**config.mk**
```make
export PLATFORM = sky130hd
export DESIGN_NAME = dmem_arbiter
export DESIGN_NICKNAME = d
export VERILOG_FILES = /design/src/rtl/dmem_arbiter.sv
export SDC_FILE = /design/constraint.sdc
export NUM_CORES = 1
export LEC_CHECK = 0
export CAP_MARGIN = 40
export CORE_ASPECT_RATIO = 0.8
export CORE_MARGIN = 5
export CORE_UTILIZATION = 33
export DETAILED_ROUTE_END_ITERATION = 6
export PLACE_DENSITY = 0.76
export SYNTH_ARGS = -nofsm -noshare
export SYNTH_HDL_FRONTEND = slang
export SYNTH_SLANG_ARGS = --single-unit
```
**constraint.sdc**
```tcl
create_clock -name clk -period 1.3 [get_ports clk]
set_input_delay 0.26 -clock clk [delete_from_list [all_inputs] [get_ports clk]]
set_output_delay 0.26 -clock clk [all_outputs]
set_load 0.02 [all_outputs]
```
**src/rtl/dmem_arbiter.sv**
```systemverilog
// rtl/dmem_arbiter.sv - two-master round-robin data-memory arbiter and access sequencer
// Optional DMEM_ARB_FIXED_PRIO_EN: master 0 always wins a tie and no last-winner register exists.
module dmem_arbiter #(
    parameter int AW = 9,
    parameter int DW = 32
) (
    input  logic          clk,
    input  logic          reset,
    input  logic          m0_req,
    input  logic          m0_we,
    input  logic [AW-1:0] m0_addr,
    input  logic [DW-1:0] m0_wdata,
    input  logic [2:0]    m0_funct3,
    output logic          m0_gnt,
    output logic          m0_done,
    input  logic          m1_req,
    input  logic          m1_we,
    input  logic [AW-1:0] m1_addr,
    input  logic [DW-1:0] m1_wdata,
    input  logic [2:0]    m1_funct3,
    output logic          m1_gnt,
    output logic          m1_done,
    output logic [DW-1:0] rdata,
    output logic          mem_read,
    output logic          mem_write,
    output logic [AW-1:0] mem_a,
    output logic [DW-1:0] mem_wd,
    output logic [2:0]    mem_funct3,
    input  logic [DW-1:0] mem_rd
);

    typedef enum logic [1:0] {IDLE, ACCESS, DONE} state_t;

    state_t        state;
    state_t        state_nxt;
    logic          owner;
    logic          lat_we;
    logic [AW-1:0] lat_addr;
    logic [DW-1:0] lat_wdata;
    logic [2:0]    lat_funct3;
    logic [DW-1:0] rdata_q;
    logic          grant_any;
    logic          grant_sel;

    assign grant_any = m0_req | m1_req;

`ifdef DMEM_ARB_FIXED_PRIO_EN
    assign grant_sel = !m0_req;
`else
    logic last;

    // On a tie the master that did not win last time is selected
    assign grant_sel = m1_req && (!m0_req || !last);

    always_ff @(posedge clk) begin
        if (reset) begin
            last <= 1'b1;
        end else if (state == IDLE && grant_any) begin
            last <= grant_sel;
        end
    end
`endif

    always_ff @(posedge clk) begin
        if (reset) begin
            state      <= IDLE;
            owner      <= 1'b0;
            lat_we     <= 1'b0;
            lat_addr   <= '0;
            lat_wdata  <= '0;
            lat_funct3 <= 3'b000;
            rdata_q    <= '0;
        end else begin
            state <= state_nxt;
            if (state == IDLE && grant_any) begin
                owner      <= grant_sel;
                lat_we     <= grant_sel ? m1_we     : m0_we;
                lat_addr   <= grant_sel ? m1_addr   : m0_addr;
                lat_wdata  <= grant_sel ? m1_wdata  : m0_wdata;
                lat_funct3 <= grant_sel ? m1_funct3 : m0_funct3;
            end
            if (state == ACCESS && !lat_we) begin
                rdata_q <= mem_rd;
            end
        end
    end

    always_comb begin
        state_nxt = state;
        m0_gnt    = 1'b0;
        m1_gnt    = 1'b0;
        m0_done   = 1'b0;
        m1_done   = 1'b0;
        mem_read  = 1'b0;
        mem_write = 1'b0;
        case (state)
            IDLE: begin
                if (grant_any) begin
                    state_nxt = ACCESS;
                    m0_gnt    = !grant_sel;
                    m1_gnt    = grant_sel;
                end
            end
            ACCESS: begin
                state_nxt = DONE;
                mem_read  = !lat_we;
                mem_write = lat_we;
            end
            DONE: begin
                state_nxt = IDLE;
                m0_done   = !owner;
                m1_done   = owner;
            end
            default: state_nxt = IDLE;
        endcase
        // Nothing may strobe or commit while reset is high, even mid-access
        if (reset) begin
            m0_gnt    = 1'b0;
            m1_gnt    = 1'b0;
            m0_done   = 1'b0;
            m1_done   = 1'b0;
            mem_read  = 1'b0;
            mem_write = 1'b0;
        end
    end

    assign mem_a      = lat_addr;
    assign mem_wd     = lat_wdata;
    assign mem_funct3 = lat_funct3;
    assign rdata      = rdata_q;

endmodule

```
# Yosys cells after proc, flatten, opt, wreduce, memory -nomap -nowiden
# Index checks and enable logic that the tools add are counted.
# classes
n_eq_ne,3
mux,20
bitwise_logic,1
reduce_logical,10
# ops
cell,count
$mux W32,1
$mux W1,15
$mux W9,1
$logic_not A1 Y1,5
$pmux W2 S2,1
$logic_and A1 B1 Y1,3
$mux W3,1
$eq A2 B1 Y1 const B,1
$eq A2 B2 Y1 const B,1
$logic_not A2 Y1,1
$mux W2,1
$ne A2 B2 Y1 const B,1
$logic_or A1 B1 Y1,1
$or A1 B1 Y1,1
# totals
ff_bits,81
in_bits,126
out_inout_bits,82
elab_cells,42

# Logic depth before layout (Yosys ltp)
# logic_depth
depth_word,7
depth_mapped,6
depth_no_buf,3

# Worst setup path after synthesis
# Ideal clock, no wire load.
# synth_path
path_type,register to output
from,register state[1]
to,output m0_gnt
arrival_time_ns,1.368
required_ns,1.040
path_slack_ns,-0.328
path_stages_with_launch,7
path_buffers,3
path_cell_list,dfxtp_1 -> buf_2 -> nor3b_2 -> buf_2 -> buf_4 -> nand2_1 -> nor2_1
# synth_via
elab_chain_len,3
# synth_lines
element,line_no,rtl
from (decl),34,state_t state;
from (signal assigned),74,state <= state_nxt;
$logic_not A2 Y1,96,case (state)
$mux W1,96,
$mux W1,117,if (reset) begin
to (decl),14,"output logic m0_gnt,"
# No other way between the ends.

# Worst setup path after layout
# layout_path
from,register state[1]
to,output m1_gnt
# layout_via
elab_chain_len,3
# layout_lines
element,line_no,rtl
$logic_not A2 Y1,96,
$mux W1,96,
$mux W1,117,
to (decl),21,"output logic m1_gnt,"
# No other way between the ends.

==> flow_summary.yaml <==
status:
  status: "finished, violations left"
  violations_in_the_final_reports: "negative setup slack"
global_routing:
  global_route.usage.total: 0.218
  first_pass_grt_wire_length_um: 21200
  gr-total-overflow: 0
  first_global_vias: 4066
  grt_antenna_before_repair: 0
  pin_count_of_the_biggest_net_entering_global_routing: 41
sta:
  hold_violations: 0
  grt_setup_unrepaired: "yes"
  final.setup_skew_ns: 0.00723
  slew_headroom: 0.652
  worst_pin_slew_ns: 0.522
  post-route-period-util: 1.24
  timing.fmax_ghz: 0.619
  fin_hold_ws_ns: 0.250
  period_minus_slack_ns: 1.62
  setup_violations: 86
  drv_slew: 0
  post-route-worst-setup-slack_ns: -0.316
  tns_ns: -17.43
synth:
  warning_count_from_the_yosys_run: 0
  synth_top_area_frac: 0.484
  synth_seq_cells: 81
  synth_cell_type_count: 35
  ys_top_cells_by_count: "sky130_fd_sc_hd__nand2_1 (113), sky130_fd_sc_hd__dfxtp_1 (81), sky130_fd_sc_hd__a21oi_1 (57)"
  synth-async-reset-ratio: 0
  yosysMostFrequentCell: "sky130_fd_sc_hd__nand2_1"
  post-synth-top-area-cell: "sky130_fd_sc_hd__dfxtp_1"
  average_cell_area_after_synthesis_um2: 8.10
  netlist_top_cells_area: "sky130_fd_sc_hd__dfxtp_1 (48%), sky130_fd_sc_hd__nand2_1 (13%), sky130_fd_sc_hd__a21oi_1 (8.5%)"
  synth.yosys.seq_area_share: 0.484
  synth.cell_area_mm2: 0.00335
  synth-main-ff-cell: "sky130_fd_sc_hd__dfxtp_1"
  synthesis.instances: 414
  synth_enable_flop_cells: 0
  synth_fp_nets: 540
clocking:
  cts.clk_slew.worst_paths_ns: 0.05
  cts_h_tree_depth: 3
  cts.sinks: 81
  tritoncts: "done"
  cts_inserted_buffers: 9
  clk_latency_ns: 0.33
  clock_tree.buffer_depth: 2
  ctsRootBufferMaster: "sky130_fd_sc_hd__clkbuf_16"
drt:
  detail-route-antenna-nets: 0
  number_of_search_and_repair_iterations_in_the_first_detailed_routing_pass: 4
  initialDrtViolationCount: 213
  average_wire_per_cell_in_the_routed_design_um: 18.6
  remaining_drc_errors: 0
  vias: 4030
  detail_route.vias_per_cell: 5.17
  routed_wirelength_um: 14500
worst_hold_path:
  holdCritPathClass: "input port to register"
  hold_path_startpoint: "reset"
floorplanning:
  design.die.area_mm2: 0.0123
  initial_utilization: 0.343
  die_height_um: 100
  floorplan.io_pins: 208
  chipWidth_um: 123
  coreArea_mm2: 0.00977
  fp-row-count: 32
place:
  place.port_buffers: 207
  hpwlAfterDp_um: 9300
  dpl_worst_slack_ns: -0.739
  routabilityCongestion: 0.836
setup_path:
  timing.critical_path.slowest_stage_cell: "sky130_fd_sc_hd__dfxtp_2"
  startpoint_type: "register"
  endpoint_kind: "output port"
  setup.worst_path.end: "m1_gnt"
  cp.required_ns: 1.04
  crit_path_max_incr_delay_ns: 0.34
  worst_ep_arrival_time_ns: 1.36
  crit-reg2reg-capture: "mem_wd[27]"
  rr_worst_depth: 7
  setup.worst_path.class: "register to output port"
  cp_cell_sequence: "buf_12 > nor3b_4 > and3b_2 > buf_6"
  timing.critical_path.from: "state[1]"
  crit_path_max_fanout: 6
  ff2ff_setup_slack_ns: -0.25
  crit-reg2reg-launch: "state[0]"
pwr:
  power-per-cell-area_mw_per_mm2: 1180
  internal-power_w: 0.00556
  power.clock.fraction: 0.354
  power_frac_seq: 0.364
  cellLeakagePower_nw: 2.68
  ir_worst_vdd_mv: 0.953
  comb_power_share: 0.281
  power.switching_w: 0.00223
  swShare: 0.286
layout:
  final_layout_size_suffix_gt1_frac: 0.257
  n_antenna_cell: 0
  design.final.nets: 764
  synthToLayoutAreaGrowth_pct: 96.2
job:
  max_cap_viol_count: 0
## flip-flops by register name, summed over array words and instances (netlist names)
signal	flops
mem_wd	32
rdata	32
mem_a	9
mem_funct3	3
state	2
last	1
lat_we	1
owner	1
## critical path, delay by kind of cell (launching register included)
| family | cells | cell delay (ns) |
|---|---|---|
| flops | 1 | 0.34 |
| simple gates | 2 | 0.42 |
| buf+inv | 2 | 0.26 |
## cell usage in the layout (no fill, tap or decap), drive strengths merged
master,netlist,routed
clkdlybuf4s50,0,124
nand2,114,114
dfxtp,81,81
a21oi,57,57
buf,20,46
clkdlybuf4s15,0,45
nand3,34,34
a311oi,24,24
clkbuf,19,24
dlygate4sd2,0,20
a31oi,17,17
o21ai,17,17
nor2,4,5
and4b,4,4
a221o,4,4
or3b,1,4
nor3b,4,4
nand2b,2,2
bufinv,0,2
clkinv,0,2
or2,2,2
and2,1,1
nor2b,1,1
nor4bb,1,1
and3b,1,1
nor4b,1,1
nor3,1,1
o22ai,1,1
a21o,1,1
a21boi,1,1
a21bo,1,1
clkinvlp,0,1
## area by class of cell
type,instances,area (um^2)
fill,766,3190
timing repair buffer,248,2470
multi-input combinational,298,1980
sequential,81,1620
clock buffer,11,253
tap,136,170
clock inverter,5,77.6
## power groups by stage
stage | sequential, W | combinational (W) | clock, W
2_1_floorplan | 0.00312 | 0.000677 | 0
3_3_place_gp | 0.00287 | 0.00194 | 0
3_5_place_dp | 0.00288 | 0.00196 | 0
4_1_cts | 0.00282 | 0.00199 | 0.00282
5_1_grt | 0.00286 | 0.00233 | 0.00291
6_report | 0.00284 | 0.00219 | 0.00276
## how the worst min path moves through the flow
stage          cells past startpoint  slack (ns)        end
2_1_floorplan                      2        0.40   rdata[0]
3_3_place_gp                       2        0.44  rdata[20]
3_5_place_dp                       2        0.45   rdata[3]
4_1_cts                            3        0.22   state[1]
5_1_grt                            3        0.25   state[1]
6_report                           3        0.25   state[1]
## stage by stage
stage	utilization	std cells	instance area [um^2]	power (W)
floorplan	-	414	3460	0.00380
global route	0.673	779	6580	0.00811
detailed placement	0.585	744	5710	0.00484
CTS	0.632	776	6170	0.00763
global placement	0.585	744	5710	0.00480
finish	0.673	779	6580	0.00779
## timing repair
| action | CTS | global route |
|---|---|---|
| gates resized for setup | 145 | 153 |
| endpoints found under the hold margin | 0 | 0 |
| hold buffers | 0 | 0 |
| pin swaps | 27 | 56 |
| setup endpoints to repair | 162 | 131 |
| gates cloned | 6 | 2 |
| setup buffers | 10 | 2 |
## routing by layer
| metal | vias up | GRT usage | part of all wire |
|---|---|---|---|
| li1 | 1925 | - | - |
| met1 | 1904 | 0.265 | 0.41 |
| met5 | - | 0 | 0 |
| met3 | 19 | 0.0907 | 0.094 |
| met4 | 0 | 0.0585 | 0.015 |
| met2 | 182 | 0.356 | 0.48 |
## logic make-up after synthesis
group,share of synthesized area
flops,0.484
simple gates,0.236
compound gates,0.227
buf+inv,0.0530
Note: power is estimated with default switching activity, not from simulation.
